$ cat config.mk
export PLATFORM = sky130hd
export DESIGN_NAME = pc_sequencer_flat
export DESIGN_NICKNAME = d
export VERILOG_FILES = /design/src/rtl/pc_sequencer_if.sv /design/src/rtl/pc_sequencer.sv /design/src/flat_wrapper.sv
export SDC_FILE = /design/constraint.sdc
export NUM_CORES = 1
export LEC_CHECK = 0
export BUFFER_PORTS_ARGS = -buffer_cell sky130_fd_sc_hd__buf_2
export CAP_MARGIN = 20
export CORE_MARGIN = 2
export CORE_UTILIZATION = 40
export DETAILED_ROUTE_END_ITERATION = 16
export GPL_ROUTABILITY_DRIVEN = 1
export PLACE_DENSITY_LB_ADDON = 0.08
export SETUP_SLACK_MARGIN = 0.3
export SLEW_MARGIN = 0
export SYNTH_ARGS = -nofsm -noshare
export SYNTH_HDL_FRONTEND = slang
export SYNTH_SLANG_ARGS = --single-unit
$ cat constraint.sdc
create_clock -name clk -period 1.3 [get_ports clk]
set_clock_uncertainty 0.15 [all_clocks]
set_input_delay 0.13 -clock clk [delete_from_list [all_inputs] [get_ports clk]]
set_output_delay 0.13 -clock clk [all_outputs]
set_load 0.01 [all_outputs]
$ cat src/rtl/pc_sequencer_if.sv
// Signal bundle between the next-PC sequencer and the pipeline: redirect requests in,
// PC source select, stall, flushes and trap acknowledges out.
interface pc_sequencer_if;
    logic       irq;
    logic       kernel;
    logic       id_jump;
    logic       id_jr;
    logic       id_undef;
    logic       id_load_use;
    logic       ex_branch;
    logic       ex_taken;
    logic [2:0] PCSrc;
    logic       datahazard;
    logic       flush_ifid;
    logic       flush_idex;
    logic       irq_ack;
    logic       xcpt_ack;
    logic       busy;

    modport master (
        output irq, kernel, id_jump, id_jr, id_undef, id_load_use, ex_branch, ex_taken,
        input  PCSrc, datahazard, flush_ifid, flush_idex, irq_ack, xcpt_ack, busy
    );

    modport slave (
        input  irq, kernel, id_jump, id_jr, id_undef, id_load_use, ex_branch, ex_taken,
        output PCSrc, datahazard, flush_ifid, flush_idex, irq_ack, xcpt_ack, busy
    );
endinterface

$ cat src/rtl/pc_sequencer.sv
// Next-PC controller: arbitrates branch/jump/trap/stall redirects each cycle and drives
// PCSrc, the PC hold, pipeline flushes and trap acknowledges.
module pc_sequencer #(
    parameter int STALL_CYCLES = 1,
    parameter int IRQ_SYNC     = 2,
    parameter int HOLDOFF      = 2
) (
    input  logic          clk,
    input  logic          reset,
    pc_sequencer_if.slave bus
);
    localparam logic [2:0] SRC_PC4  = 3'b000;
    localparam logic [2:0] SRC_BR   = 3'b001;
    localparam logic [2:0] SRC_J    = 3'b010;
    localparam logic [2:0] SRC_JR   = 3'b011;
    localparam logic [2:0] SRC_IRQ  = 3'b100;
    localparam logic [2:0] SRC_XCPT = 3'b101;
    localparam logic [2:0] STALL_LD = 3'(STALL_CYCLES - 1);
    localparam logic [3:0] HOLD_LD  = 4'(HOLDOFF);

    typedef enum logic [1:0] {RUN, STALL, HOLD} state_t;

    state_t              state, state_nxt;
    logic [2:0]          cnt, cnt_nxt;
    logic [3:0]          holdoff, holdoff_nxt;
    logic [IRQ_SYNC-1:0] irq_sync;
    logic                irq_s;
    logic                br_taken;
    logic [2:0]          pcsrc;
    logic                hold_pc;
    logic                fl_ifid;
    logic                fl_idex;
    logic                ack_irq;
    logic                ack_xcpt;

    assign irq_s    = irq_sync[IRQ_SYNC-1];
    assign br_taken = bus.ex_branch & bus.ex_taken;

    always_ff @(posedge clk or negedge reset) begin
        if (!reset) begin
            state    <= RUN;
            cnt      <= 3'd0;
            holdoff  <= 4'd0;
            irq_sync <= '0;
        end else begin
            state    <= state_nxt;
            cnt      <= cnt_nxt;
            holdoff  <= holdoff_nxt;
            irq_sync <= IRQ_SYNC'({irq_sync, bus.irq});
        end
    end

    always_comb begin
        state_nxt   = state;
        cnt_nxt     = cnt;
        holdoff_nxt = (holdoff != 4'd0) ? holdoff - 4'd1 : 4'd0;
        pcsrc       = SRC_PC4;
        hold_pc     = 1'b0;
        fl_ifid     = 1'b0;
        fl_idex     = 1'b0;
        ack_irq     = 1'b0;
        ack_xcpt    = 1'b0;

        if (state == STALL) begin
            // A taken branch makes the stalled ID instruction dead, so the stall is abandoned.
            if (br_taken) begin
                pcsrc     = SRC_BR;
                fl_ifid   = 1'b1;
                fl_idex   = 1'b1;
                state_nxt = RUN;
                cnt_nxt   = 3'd0;
            end else begin
                hold_pc = 1'b1;
                fl_idex = 1'b1;
                cnt_nxt = cnt - 3'd1;
                if (cnt == 3'd1)
                    state_nxt = RUN;
            end
        end else begin
            if (state == HOLD && holdoff <= 4'd1)
                state_nxt = RUN;

            if (br_taken) begin
                pcsrc   = SRC_BR;
                fl_ifid = 1'b1;
                fl_idex = 1'b1;
            end else if (bus.id_undef) begin
                pcsrc       = SRC_XCPT;
                ack_xcpt    = 1'b1;
                fl_ifid     = 1'b1;
                fl_idex     = 1'b1;
                holdoff_nxt = HOLD_LD;
                state_nxt   = (HOLDOFF > 0) ? HOLD : RUN;
            end else if (state == RUN && irq_s && !bus.kernel && holdoff == 4'd0) begin
                pcsrc       = SRC_IRQ;
                ack_irq     = 1'b1;
                fl_ifid     = 1'b1;
                fl_idex     = 1'b1;
                holdoff_nxt = HOLD_LD;
                state_nxt   = (HOLDOFF > 0) ? HOLD : RUN;
            end else if (bus.id_load_use) begin
                hold_pc = 1'b1;
                fl_idex = 1'b1;
                if (STALL_CYCLES > 1) begin
                    state_nxt = STALL;
                    cnt_nxt   = STALL_LD;
                end
            end else if (bus.id_jr) begin
                pcsrc   = SRC_JR;
                fl_ifid = 1'b1;
            end else if (bus.id_jump) begin
                pcsrc   = SRC_J;
                fl_ifid = 1'b1;
            end
        end
    end

    // While reset is held every output is forced quiet, whatever the request inputs do.
    assign bus.PCSrc      = reset ? pcsrc    : SRC_PC4;
    assign bus.datahazard = reset & hold_pc;
    assign bus.flush_ifid = reset & fl_ifid;
    assign bus.flush_idex = reset & fl_idex;
    assign bus.irq_ack    = reset & ack_irq;
    assign bus.xcpt_ack   = reset & ack_xcpt;
    assign bus.busy       = reset & (state != RUN);
endmodule

$ cat src/flat_wrapper.sv
// flat-port wrapper written by rule: the top's interface ports become plain ports
module pc_sequencer_flat 
#(
    parameter int STALL_CYCLES = 1,
    parameter int IRQ_SYNC     = 2,
    parameter int HOLDOFF      = 2
)
  (clk, reset, bus_irq, bus_kernel, bus_id_jump, bus_id_jr, bus_id_undef, bus_id_load_use, bus_ex_branch, bus_ex_taken, bus_PCSrc, bus_datahazard, bus_flush_ifid, bus_flush_idex, bus_irq_ack, bus_xcpt_ack, bus_busy);
  pc_sequencer_if bus_i ();
  input  logic clk;
  input  logic reset;
  input wire logic [$bits(bus_i.irq)-1:0] bus_irq;
  input wire logic [$bits(bus_i.kernel)-1:0] bus_kernel;
  input wire logic [$bits(bus_i.id_jump)-1:0] bus_id_jump;
  input wire logic [$bits(bus_i.id_jr)-1:0] bus_id_jr;
  input wire logic [$bits(bus_i.id_undef)-1:0] bus_id_undef;
  input wire logic [$bits(bus_i.id_load_use)-1:0] bus_id_load_use;
  input wire logic [$bits(bus_i.ex_branch)-1:0] bus_ex_branch;
  input wire logic [$bits(bus_i.ex_taken)-1:0] bus_ex_taken;
  output wire logic [$bits(bus_i.PCSrc)-1:0] bus_PCSrc;
  output wire logic [$bits(bus_i.datahazard)-1:0] bus_datahazard;
  output wire logic [$bits(bus_i.flush_ifid)-1:0] bus_flush_ifid;
  output wire logic [$bits(bus_i.flush_idex)-1:0] bus_flush_idex;
  output wire logic [$bits(bus_i.irq_ack)-1:0] bus_irq_ack;
  output wire logic [$bits(bus_i.xcpt_ack)-1:0] bus_xcpt_ack;
  output wire logic [$bits(bus_i.busy)-1:0] bus_busy;
  assign bus_i.irq = bus_irq;
  assign bus_i.kernel = bus_kernel;
  assign bus_i.id_jump = bus_id_jump;
  assign bus_i.id_jr = bus_id_jr;
  assign bus_i.id_undef = bus_id_undef;
  assign bus_i.id_load_use = bus_id_load_use;
  assign bus_i.ex_branch = bus_ex_branch;
  assign bus_i.ex_taken = bus_ex_taken;
  assign bus_PCSrc = bus_i.PCSrc;
  assign bus_datahazard = bus_i.datahazard;
  assign bus_flush_ifid = bus_i.flush_ifid;
  assign bus_flush_idex = bus_i.flush_idex;
  assign bus_irq_ack = bus_i.irq_ack;
  assign bus_xcpt_ack = bus_i.xcpt_ack;
  assign bus_busy = bus_i.busy;
  pc_sequencer #(.STALL_CYCLES(STALL_CYCLES), .IRQ_SYNC(IRQ_SYNC), .HOLDOFF(HOLDOFF)) u_core (.clk(clk), .reset(reset), .bus(bus_i));
endmodule
==> results of run 1 <==
-- registers in the layout, indices dropped and copies added (netlist names) --
| name | flops |
|---|---|
| u_core.irq_sync | 2 |
| u_core.holdoff | 4 |
| u_core.cnt | 3 |
| u_core.state | 2 |
-- cells in the mapped netlist, drive strengths merged --
cell type / n / area [um^2]
o21a: 1 / 7.510
a21o: 1 / 7.510
inv: 3 / 11.26
or2: 1 / 6.260
nand3b: 2 / 15.01
dfrtp: 11 / 275.3
a41o: 1 / 10.01
ha: 2 / 25.02
nor2: 4 / 15.01
o21bai: 1 / 7.510
a21oi: 4 / 20.02
o311a: 1 / 11.26
o22ai: 1 / 6.260
o211ai: 2 / 15.01
a211oi: 1 / 12.51
and2: 3 / 20.02
or2b: 1 / 8.760
o31ai: 1 / 7.510
nor4b: 2 / 32.53
o21ai: 5 / 25.02
nor2b: 3 / 21.27
and3: 1 / 7.510
a21boi: 2 / 15.01
a32o: 1 / 10.01
nand2: 5 / 18.77
nand3: 3 / 27.53
nor3: 5 / 25.02
a31oi: 1 / 6.260
-- how the worst min path moves through the flow --
stage               slack, ns           endpoint
floorplan               -0.32      u_core.cnt[0]
global placement        -0.04  u_core.holdoff[2]
detailed placement      -0.04  u_core.holdoff[2]
CTS                      0.07    u_core.state[1]
global route             0.10  u_core.holdoff[1]
finish                   0.08    u_core.state[1]
-- power groups by stage --
stage	combinational (mW)	clock (mW)	sequential [mW]
6_report	0.253	0.229	0.378
3_5_place_dp	0.204	0	0.378
5_1_grt	0.274	0.250	0.380
4_1_cts	0.226	0.238	0.373
2_1_floorplan	0.0963	0	0.381
3_3_place_gp	0.201	0	0.378
-- per-stage QoR --
step	total power [mW]	worst slack, ns	hold slack (ns)
after CTS	0.8375	-0.5230	0.07488
after global placement	0.5786	-0.1977	-0.03975
after floorplan	0.4770	-0.1106	-0.3156
after detailed placement	0.5826	-0.2271	-0.03904
after global routing	0.9033	-0.5943	0.1046
final	0.8597	-0.5279	0.08314
-- area by class of cell --
type                            count  area share
Inverter                            3    0.009414
Sequential cell                    11      0.2333
Clock buffer                        4     0.02197
Timing Repair Buffer               45      0.2824
Multi-Input combinational cell     55      0.4362
Tap cell                           16     0.01674
-- per-layer routing --
metal / wire [um] / global-route usage / part of all wire / vias to the layer above
met2: 877 / 0.3343 / 0.48 / 18
met3: 77 / 0.03600 / 0.042 / 4
met5: 0 / 0 / 0 / -
met4: 13 / 0.03529 / 0.0071 / 0
met1: 851 / 0.2582 / 0.47 / 332
li1: - / - / - / 357
-- worst min-delay path: stages --
cell and delay, ns:
buf_2 0.14, nand3_4 0.09, o211ai_1 0.08
-- logic make-up after synthesis --
family                   Yosys count  share of synthesized area
AND/OR/NAND/NOR                   30                     0.2948
AO/OA/AOI/OAI                     23                     0.2407
flip-flops                        11                     0.4104
buffers and inverters              3                    0.01679
adder cells (fa/ha/maj)            2                    0.03731
-- repair_timing --
action	4_1_cts	5_1_grt
setup endpoints to repair	18	18
gates resized for setup	18	13
pin swaps	7	9
hold buffers	2	2
hold endpoints to repair	12	11
setup buffers	4	3
==> results.md, run 1 <==
* Status: finished, violations left
* Violated checks: setup timing
* Final setup margin at -0.5279 ns
* Total Nets Final at 131
* Cells after synthesis at 69
* Core Area at 1541 um^2
* Hpwl dp at approximately 1.3 mm
* Slowest stage cell, crit path: dfrtp_1
* Buf+Inv Stages, Crit Path at 1
* Switch Pwr at roughly 0.25 mW
* Reg2Reg Setup Slack at -0.42 ns
* CTS tree: yes
* Number of DRC markers in iteration 0 at 5
* Kind of critical path: register to output pin
* Average wire per standard cell at between 10 and 15 um
* Crit. End Element: output pin
* Multi-input gate area at between 500 and 600 um^2
* Congestion Overflow GR at 0
* Final core occ at 0.7760
* CP endpoint: bus_PCSrc[0]
* Total GRT Usage at 0.1950
* Vias/cell at about 5.3
* PortBufs at 18
* Hold Crit Depth at 3
* Max_cap viols at 0
* Hold Fails Final Rpt at 0
* Clock power share at 0.266
* Final clock period utilization by the worst path at 1.406
* Worst-path fanout max at 8
* Maximum number of pins on one net before global-route repair at 10
* Placed Cells at roughly 120
* Static leakage at 0.5716 nW
* Drt first pass iters at 4
* Critical Path Start: u_core.holdoff[3]
* WP depth at 4
* Area Overhead vs Synth at 78.36%
* Worst reg2reg path endpoint: u_core.holdoff[1]
* Setup TNS at -4.598 ns
* Die W at between 40 and 50 um
* Switching part of the total at 0.2926
* Clock sinks at 11
* Most frequent cells in the layout: 17 x buf_2, 16 x buf_4, 8 x buf_6, 8 x dfrtp_1, 4 x nand2_1
* DRT Wirelength at between 1.5 and 2 mm
* H-tree levels at 1
* Ys Warns at 0
* Int Pwr at about 0.6 mW
* Register area at 279.0 um^2
* Critical Path AT at approximately 1.6 ns
* Post-synthesis sequential area ratio at 0.4104
* Fin cells at around 130
* Chip height at between 40 and 50 um
* Initial antenna violation count at 0
* Boundary pin count at 19
* Hold WC Path Type: input pin to register
* Worst-Margin Slew at about 0.26 ns
* Synth cell types at 32
* CTS buffer count at 3
* Syn nets at between 80 and 90
* CTS max path bufs at 2
* Sequential share of power at 0.440
* Placed Area at between 900 and 1000 um^2
* Minimum clock period at roughly 1.8 ns
* Worst slew margin at 0.8288
* ANT cells at 0
* Core Rows at 14
* Initial Util at 0.4351
* Vias at 711
* Worst R2R Path Depth at 6
* Min-delay src: bus_id_undef
* VDD IR max at around 0.64 mV
* PD cells at between 700 and 800 nW/um^2
* RSZ-0062 raised after global routing: true
* Crit path launch type: register
* Vias in the first global route at 657
* Final setup violation count at 14
* Post-synthesis register bit count at 11
* Die Area at 2020 um^2
* Root buffer cell: clkbuf_4
* Cell Area, Synth at between 600 and 700 um^2
* Filler instances at around 110
* Req. time, crit path at a little over 1 ns
* Worst path cell trace: nor4b_4 -> nand3_4 -> a32o_1 -> buf_2
* CP delay by family, top: simple AND/OR/NAND/NOR gates
* Clk pin slew, worst setup/hold paths at about 0.070 ns
* GP Congestion at 0.7877
* Largest stage delay on the critical path at slightly above 0.4 ns
* Final Cell Area at between 1000 and 1500 um^2
* DRC viols at 0
* Reg2reg start: u_core.holdoff[3]
* First-pass GRT wire length at 2.898 mm
* Max-slew violations at 0
* Combinational Power Share at 0.294
* Syn avg cell area at 9.719 um^2
* Commonest non-fill, non-tap cell in the layout: buf_2
* Layout cells sized above 1 at 0.6186
* Post-route ant nets at 0
* Skew-Pair Late Insertion Delay at between 0.2 and 0.3 ns
* Fmax at between 0.5 and 0.6 GHz
No activity file was read; power rests on OpenSTA's default activity.
==> inputs of run 2 (changes only) <==
--- a/config.mk
+++ b/config.mk
@@ -7,7 +7,6 @@
 export LEC_CHECK = 0
 export BUFFER_PORTS_ARGS = -buffer_cell sky130_fd_sc_hd__buf_2
 export CAP_MARGIN = 20
-export CORE_MARGIN = 2
 export CORE_UTILIZATION = 40
 export DETAILED_ROUTE_END_ITERATION = 16
 export GPL_ROUTABILITY_DRIVEN = 1
==> run 2 against run 1 <==
  * The flow still finishes with violations (setup timing)
  * Combinational power grew 8.3%
  * First-iteration DRC count grew 40%
  * Sequential share of layout area shrank 0.62 points
  * Via count grew 4.9%
  * Clock-buffer cell count shrank 1
  * Design area grew 1.4%
  * Sequential power shrank 2%
  * Critical path depth is the same
  * Final cell count grew 2.2%
  * Register-to-register slack is essentially flat
  * Clock power grew 6%
  * Critical path type unchanged
==> results.md, run 2 (synthesized netlist as in run 1, its figures left out) <==
* Status: finished, violations left
* Violated checks: setup timing
* CTS tree: yes
* Max-slew violations at 0 (unchanged)
* Number of DRC markers in iteration 0 at 7 (+2)
* Static leakage at 0.5857 nW (+2.5%)
* Worst-Margin Slew at 0.2900 ns (+0.03370 ns)
* Clk pin slew, worst setup/hold paths at 0.08 ns (about the same)
* Fmax at 0.5430 GHz (-0.74%)
* Root buffer cell: clkbuf_4
* Initial antenna violation count at 0 (unchanged)
* Average wire per standard cell at 14.86 um (+9.5%)
* Hpwl dp at 1.215 mm (-4.5%)
* Worst reg2reg path endpoint: u_core.holdoff[1]
* Die W at 42.95 um (-4.4%)
* Biggest regs: u_core.holdoff (4), u_core.cnt (3)
* Maximum number of pins on one net before global-route repair at 9 (-1)
* DRC viols at 0 (unchanged)
* Vias in the first global route at 706 (+7.5%)
* Vias/cell at 5.445 (+2.6%)
* Total GRT Usage at 0.2458 (+0.05079)
* Hold Crit Depth at 3 (unchanged)
* Max reg flops at 4 (unchanged)
* Largest stage delay on the critical path at 0.41 ns (about the same)
* RSZ-0062 raised after global routing: true
* H-tree levels at 1 (unchanged)
* Vias at 746 (+4.9%)
* Slowest stage cell, crit path: dfrtp_1
* Drt first pass iters at 4 (unchanged)
* Filler instances at 93 (-14%)
* Max_cap viols at 0 (unchanged)
* Buf+Inv Stages, Crit Path at 1 (unchanged)
* Final clock period utilization by the worst path at 1.417 (+0.01043)
* Crit. End Element: output pin
* Worst path cell trace: nor4b_4 -> nand3_4 -> a32o_1 -> buf_2
* Layout cells sized above 1 at 0.6198 (+0.001191)
* CTS buffer count at 3 (unchanged)
* Hold path endpoint: u_core.state[1]
* Die Area at 1844 um^2 (-8.7%)
* First-pass GRT wire length at 3.208 mm (+11%)
* Overall Power at 0.8867 mW (+3.1%)
* Most frequent cells in the layout: 18 x buf_4, 17 x buf_2, 11 x dfrtp_1
* Initial Util at 0.4351 (unchanged)
* WHS at 0.08401 ns (+0.0008705 ns)
* DRT Wirelength at 2.036 mm (+12%)
* ANT cells at 0 (unchanged)
* Critical Path AT at 1.56 ns (about the same)
* VDD IR max at 0.6483 mV (+0.76%)
* Core Rows at 14 (unchanged)
* Skew-Pair Late Insertion Delay at 0.28 ns (+0.02 ns)
* Reg2Reg Setup Slack at -0.43 ns (about the same)
* Commonest non-fill, non-tap cell in the layout: buf_4
* Core Area at 1541 um^2 (unchanged)
* Hold Fails Final Rpt at 0 (unchanged)
* Min-delay src: bus_id_undef
* Final setup violation count at 16 (+2)
* CTS max path bufs at 2 (unchanged)
* Area Overhead vs Synth at 80.78%
* Setup TNS at -5.428 ns (-0.8308 ns)
* GP Congestion at 0.8209 (+4.2%)
* Boundary pin count at 19 (unchanged)
* Crit path launch type: register
* PortBufs at 18 (unchanged)
* Reg2reg start: u_core.holdoff[3]
* CP delay by family, top: simple AND/OR/NAND/NOR gates
* Worst-path fanout max at 8 (unchanged)
* Total Nets Final at 134 (+2.3%)
* Worst R2R Path Depth at 6 (unchanged)
* Reg with most FFs: u_core.holdoff
* Post-route ant nets at 0 (unchanged)
* Worst slew margin at 0.8060 (-0.02275)
* Chip height at 42.95 um (-4.4%)
* Req. time, crit path at 1.02 ns (about the same)
* Minimum clock period at 1.841 ns (+0.01356 ns)
* Clock sinks at 11 (unchanged)
* PD cells at 731.4 nW/um^2 (+1.8%)
* Final setup margin at -0.5415 ns (-0.01356 ns)
* Kind of critical path: register to output pin
* Hold WC Path Type: input pin to register
* Congestion Overflow GR at 0 (unchanged)
==> run 2: cell type report <==
class                   count  area (um^2)  area share
repair buffers             48        362.8      0.2993
clock buffers               3        22.52     0.01858
well taps                  16        20.02     0.01651
multi-input cells          55        515.5      0.4252
clock inverters             1        5.005    0.004128
inverters                   3        11.26    0.009288
flip-flops and latches     11        275.3      0.2270
==> run 2: report_power, final <==
part / switching [mW] / total, mW / internal (mW) / leakage, nW
clock network: 0.128 / 0.243 / 0.114 / 0.0177
registers: 0.0121 / 0.369 / 0.357 / 0.133
logic: 0.135 / 0.274 / 0.139 / 0.435
==> run 2: tightest hold or removal path, delay by kind of cell <==
kind	cells	cell delay (ns)
compound gates	1	0.09
buf+inv	1	0.15
simple gates	1	0.10
==> run 2: through the flow <==
stage | setup slack (ns) | std cells | util | instance area (um^2)
after floorplan | -0.1106 | 69 | - | 720.7
after global placement | -0.2018 | 120 | 0.6218 | 958.4
after detailed placement | -0.2303 | 120 | 0.6218 | 958.4
after CTS | -0.5472 | 135 | 0.7484 | 1154
after global routing | -0.6110 | 137 | 0.7865 | 1212
final | -0.5415 | 137 | 0.7865 | 1212
==> run 2: what timing repair did <==
item / in CTS / in global routing
hold buffers: 3 / 0
endpoints found under the hold margin: 12 / 0
setup buffers: 8 / 2
resized for setup: 18 / 9
endpoints found under the setup margin: 18 / 18
pin swaps: 8 / 5
==> run 2: worst max-delay path by stage <==
stage,startpoint,to,slack (ns),depth (start not counted)
finish,u_core.holdoff[3],bus_PCSrc[0],-0.54,4
global route,u_core.holdoff[3],bus_PCSrc[2],-0.61,4
CTS,u_core.holdoff[3],bus_PCSrc[0],-0.55,4
detailed placement,u_core.holdoff[3],bus_PCSrc[0],-0.23,4
global placement,u_core.holdoff[3],bus_PCSrc[0],-0.20,4
floorplan,u_core.holdoff[3],bus_PCSrc[0],-0.11,3
==> run 2: layer usage <==
layer / wire, um / GRT usage / up-vias
met4: 50 / 0.1273 / 0
met3: 90 / 0.05106 / 5
met2: 985 / 0.3970 / 19
met1: 909 / 0.3079 / 358
li1: - / - / 364
met5: 0 / 0 / -
==> inputs of run 3 (changes only) <==
--- a/config.mk
+++ b/config.mk
@@ -7,7 +7,7 @@
 export LEC_CHECK = 0
 export BUFFER_PORTS_ARGS = -buffer_cell sky130_fd_sc_hd__buf_2
 export CAP_MARGIN = 20
-export CORE_UTILIZATION = 40
+export CORE_UTILIZATION = 25
 export DETAILED_ROUTE_END_ITERATION = 16
 export GPL_ROUTABILITY_DRIVEN = 1
 export PLACE_DENSITY_LB_ADDON = 0.08
==> run 3 against run 2 <==
  * The flow finishes with violations (hold timing, setup timing)
  * Critical path depth stayed put
  * Design area is 2.5% higher
  * Routed wire length is 9.3% lower
  * Via count is 5.5% lower
  * First-iteration DRC count is 57% lower
  * Sequential power hardly changed
  * Combinational power is 5% lower
  * Setup slack better by 0.053 ns
  * Worst hold slack worse by 0.15 ns
  * Clock-buffer cell count is 1 higher
  * Clock power is 12% lower
==> results.md, run 3 (synthesized netlist as in run 1, its figures left out) <==
* Vias in the first global route at 635 (-10%)
* Clock power share at 0.253 (-0.021)
* CP delay by family, top: simple AND/OR/NAND/NOR gates
* Die W at 53.80 um (+25%)
* Hold Fails Final Rpt at 2 (+2)
* Critical Path AT at 1.51 ns (-0.05 ns)
* PortBufs at 18 (unchanged)
* Number of DRC markers in iteration 0 at 3 (-4)
* Final setup margin at -0.4889 ns (+0.05258 ns)
* Skew-Pair Late Insertion Delay at 0.25 ns (-0.03 ns)
* Biggest regs: u_core.holdoff (4), u_core.cnt (3)
* Clock sinks at 11 (unchanged)
* Boundary pin count at 19 (unchanged)
* Final clock period utilization by the worst path at 1.376 (-0.04044)
* Combinational Power Share at 0.308 (about the same)
* Root buffer cell: clkbuf_4
* Worst-Margin Slew at 0.2697 ns (-0.02030 ns)
* Slowest stage cell, crit path: dfrtp_1
* Core Area at 2500 um^2 (+62%)
* Congestion Overflow GR at 0 (unchanged)
* DRC viols at 0 (unchanged)
* Clk pin slew, worst setup/hold paths at 0.06 ns (-0.02 ns)
* ANT cells at 0 (unchanged)
* Total GRT Usage at 0.1450 (-0.1007)
* Max-slew violations at 0 (unchanged)
* Fmax at 0.5590 GHz (+2.9%)
* Core Rows at 18 (+4)
* Initial antenna violation count at 0 (unchanged)
* First-pass GRT wire length at 2.973 mm (-7.3%)
* Buf+Inv Stages, Crit Path at 1 (unchanged)
* Reg2reg start: u_core.state[1]
* Switch Pwr at 0.2351 mW (-15%)
* Critical Path Start: u_core.holdoff[3]
* PD cells at 681.9 nW/um^2 (-6.8%)
* CTS max path bufs at 2 (unchanged)
* RSZ-0062 raised after global routing: true
* Worst slew margin at 0.8198 (+0.01380)
* Reg with most FFs: u_core.holdoff
* WHS at -0.06739 ns (-0.1514 ns)
* Average wire per standard cell at 12.23 um (-18%)
* Total Nets Final at 134 (unchanged)
* Setup TNS at -5.176 ns (+0.2528 ns)
* Chip height at 53.80 um (+25%)
* Max reg flops at 4 (unchanged)
* Post-route ant nets at 0 (unchanged)
* Static leakage at 0.5990 nW (+2.3%)
* Max_cap viols at 0 (unchanged)
* Crit path launch type: register
* Largest stage delay on the critical path at 0.40 ns (about the same)
* Hpwl dp at 1.315 mm (+8.2%)
* Layout cells sized above 1 at 0.6529 (+0.03306)
* Vias/cell at 4.669 (-14%)
* Int Pwr at 0.6121 mW (+0.24%)
* Kind of critical path: register to output pin
* DRT Wirelength at 1.846 mm (-9.3%)
* Crit. End Element: output pin
* VDD IR max at 0.5231 mV (-19%)
* Initial Util at 0.2683 (-0.1668)
* Maximum number of pins on one net before global-route repair at 10 (+1)
* # hold bufs at CTS at 2 (-1)
* Die Area at 2894 um^2 (+57%)
* Drt first pass iters at 2 (-2)
* Placed Area at 983.4 um^2 (+2.6%)
* GP Congestion at 0.7680 (-6.4%)
* Minimum clock period at 1.789 ns (-0.05258 ns)
* Worst-path fanout max at 8 (unchanged)
* Violated checks: hold timing, setup timing
* Final Cell Area at 1242 um^2 (+2.5%)
* Hold WC Path Type: input pin to asynchronous set/reset pin
* CTS buffer count at 3 (unchanged)
* Switching part of the total at 0.2775 (-0.03387)
* Area Overhead vs Synth at 85.26%
* Status: finished, violations left
* CTS tree: yes
* Commonest non-fill, non-tap cell in the layout: buf_2
* H-tree levels at 1 (unchanged)
* Req. time, crit path at 1.02 ns (about the same)
* Sequential share of power at 0.439 (+0.022)
* Most frequent cells in the layout: 17 x buf_2, 15 x buf_4, 14 x buf_6
* Worst path cell trace: nor4b_4 -> nand3_4 -> a32o_1 -> buf_2
* Vias at 705 (-5.5%)
* Final setup violation count at 15 (-1)
[run 3: metal layers]
metal  vias up  track usage  share of wire
met3         2      0.02260          0.035
li1        366            -              -
met4         0      0.06140         0.0065
met2        13       0.2181           0.45
met5         -            0              0
met1       324       0.2034           0.51
[run 3: worst paths after layout]
kind                       depth (start not counted)                  to  slack, ns
setup / recovery                                   4        bus_PCSrc[0]      -0.49
hold / removal                                     3       u_core.cnt[0]      -0.07
setup reg to reg                                   9       u_core.cnt[0]      -0.38
hold reg to reg                                    0  u_core.irq_sync[1]       0.20
max in group asynchronous                          4     u_core.state[1]       0.71
min in group clk                                   3   u_core.holdoff[1]       0.11
[run 3: power by group through the flow]
stage                     Combinational, mW  Clock, mW  Sequential (mW)
final                                 0.261      0.214            0.372
after global routing                  0.285      0.249            0.373
after CTS                             0.259      0.228            0.371
after detailed placement              0.211          0            0.374
after global placement                0.212          0            0.375
after floorplan                      0.0963          0            0.381
[run 3: cell type report]
class	instances	area [um^2]
timing repair buffer	48	377.9
multi-input combinational	55	513.0
sequential	11	276.5
clock buffer	4	26.28
tap	30	37.54
fill	240	1257
inverter	3	11.26
[run 3: worst min-delay path, cell delays in order]
cell and delay (ns):
buf_2 0.15, buf_4 0.16, dlymetal6s4s_1 0.26
[run 3: what timing repair did]
| item | 4_1_cts | 5_1_grt |
|---|---|---|
| setup endpoints to repair | 18 | 27 |
| gates resized for setup | 21 | 14 |
| hold endpoints to repair | 12 | 2 |
| pin swaps | 6 | 5 |
| setup buffers | 9 | 1 |
[run 3: per-stage QoR]
step	std cells	utilization	total power, mW	hold WS [ns]	worst slack (ns)
floorplan	69	-	0.4770	-0.3156	-0.1106
finish	151	0.4970	0.8472	-0.06739	-0.4889
CTS	150	0.4760	0.8576	0.09979	-0.5042
global placement	135	0.3934	0.5870	-0.01815	-0.2407
detailed placement	135	0.3934	0.5849	-0.01406	-0.2319
global route	151	0.4970	0.9068	-0.04360	-0.5682
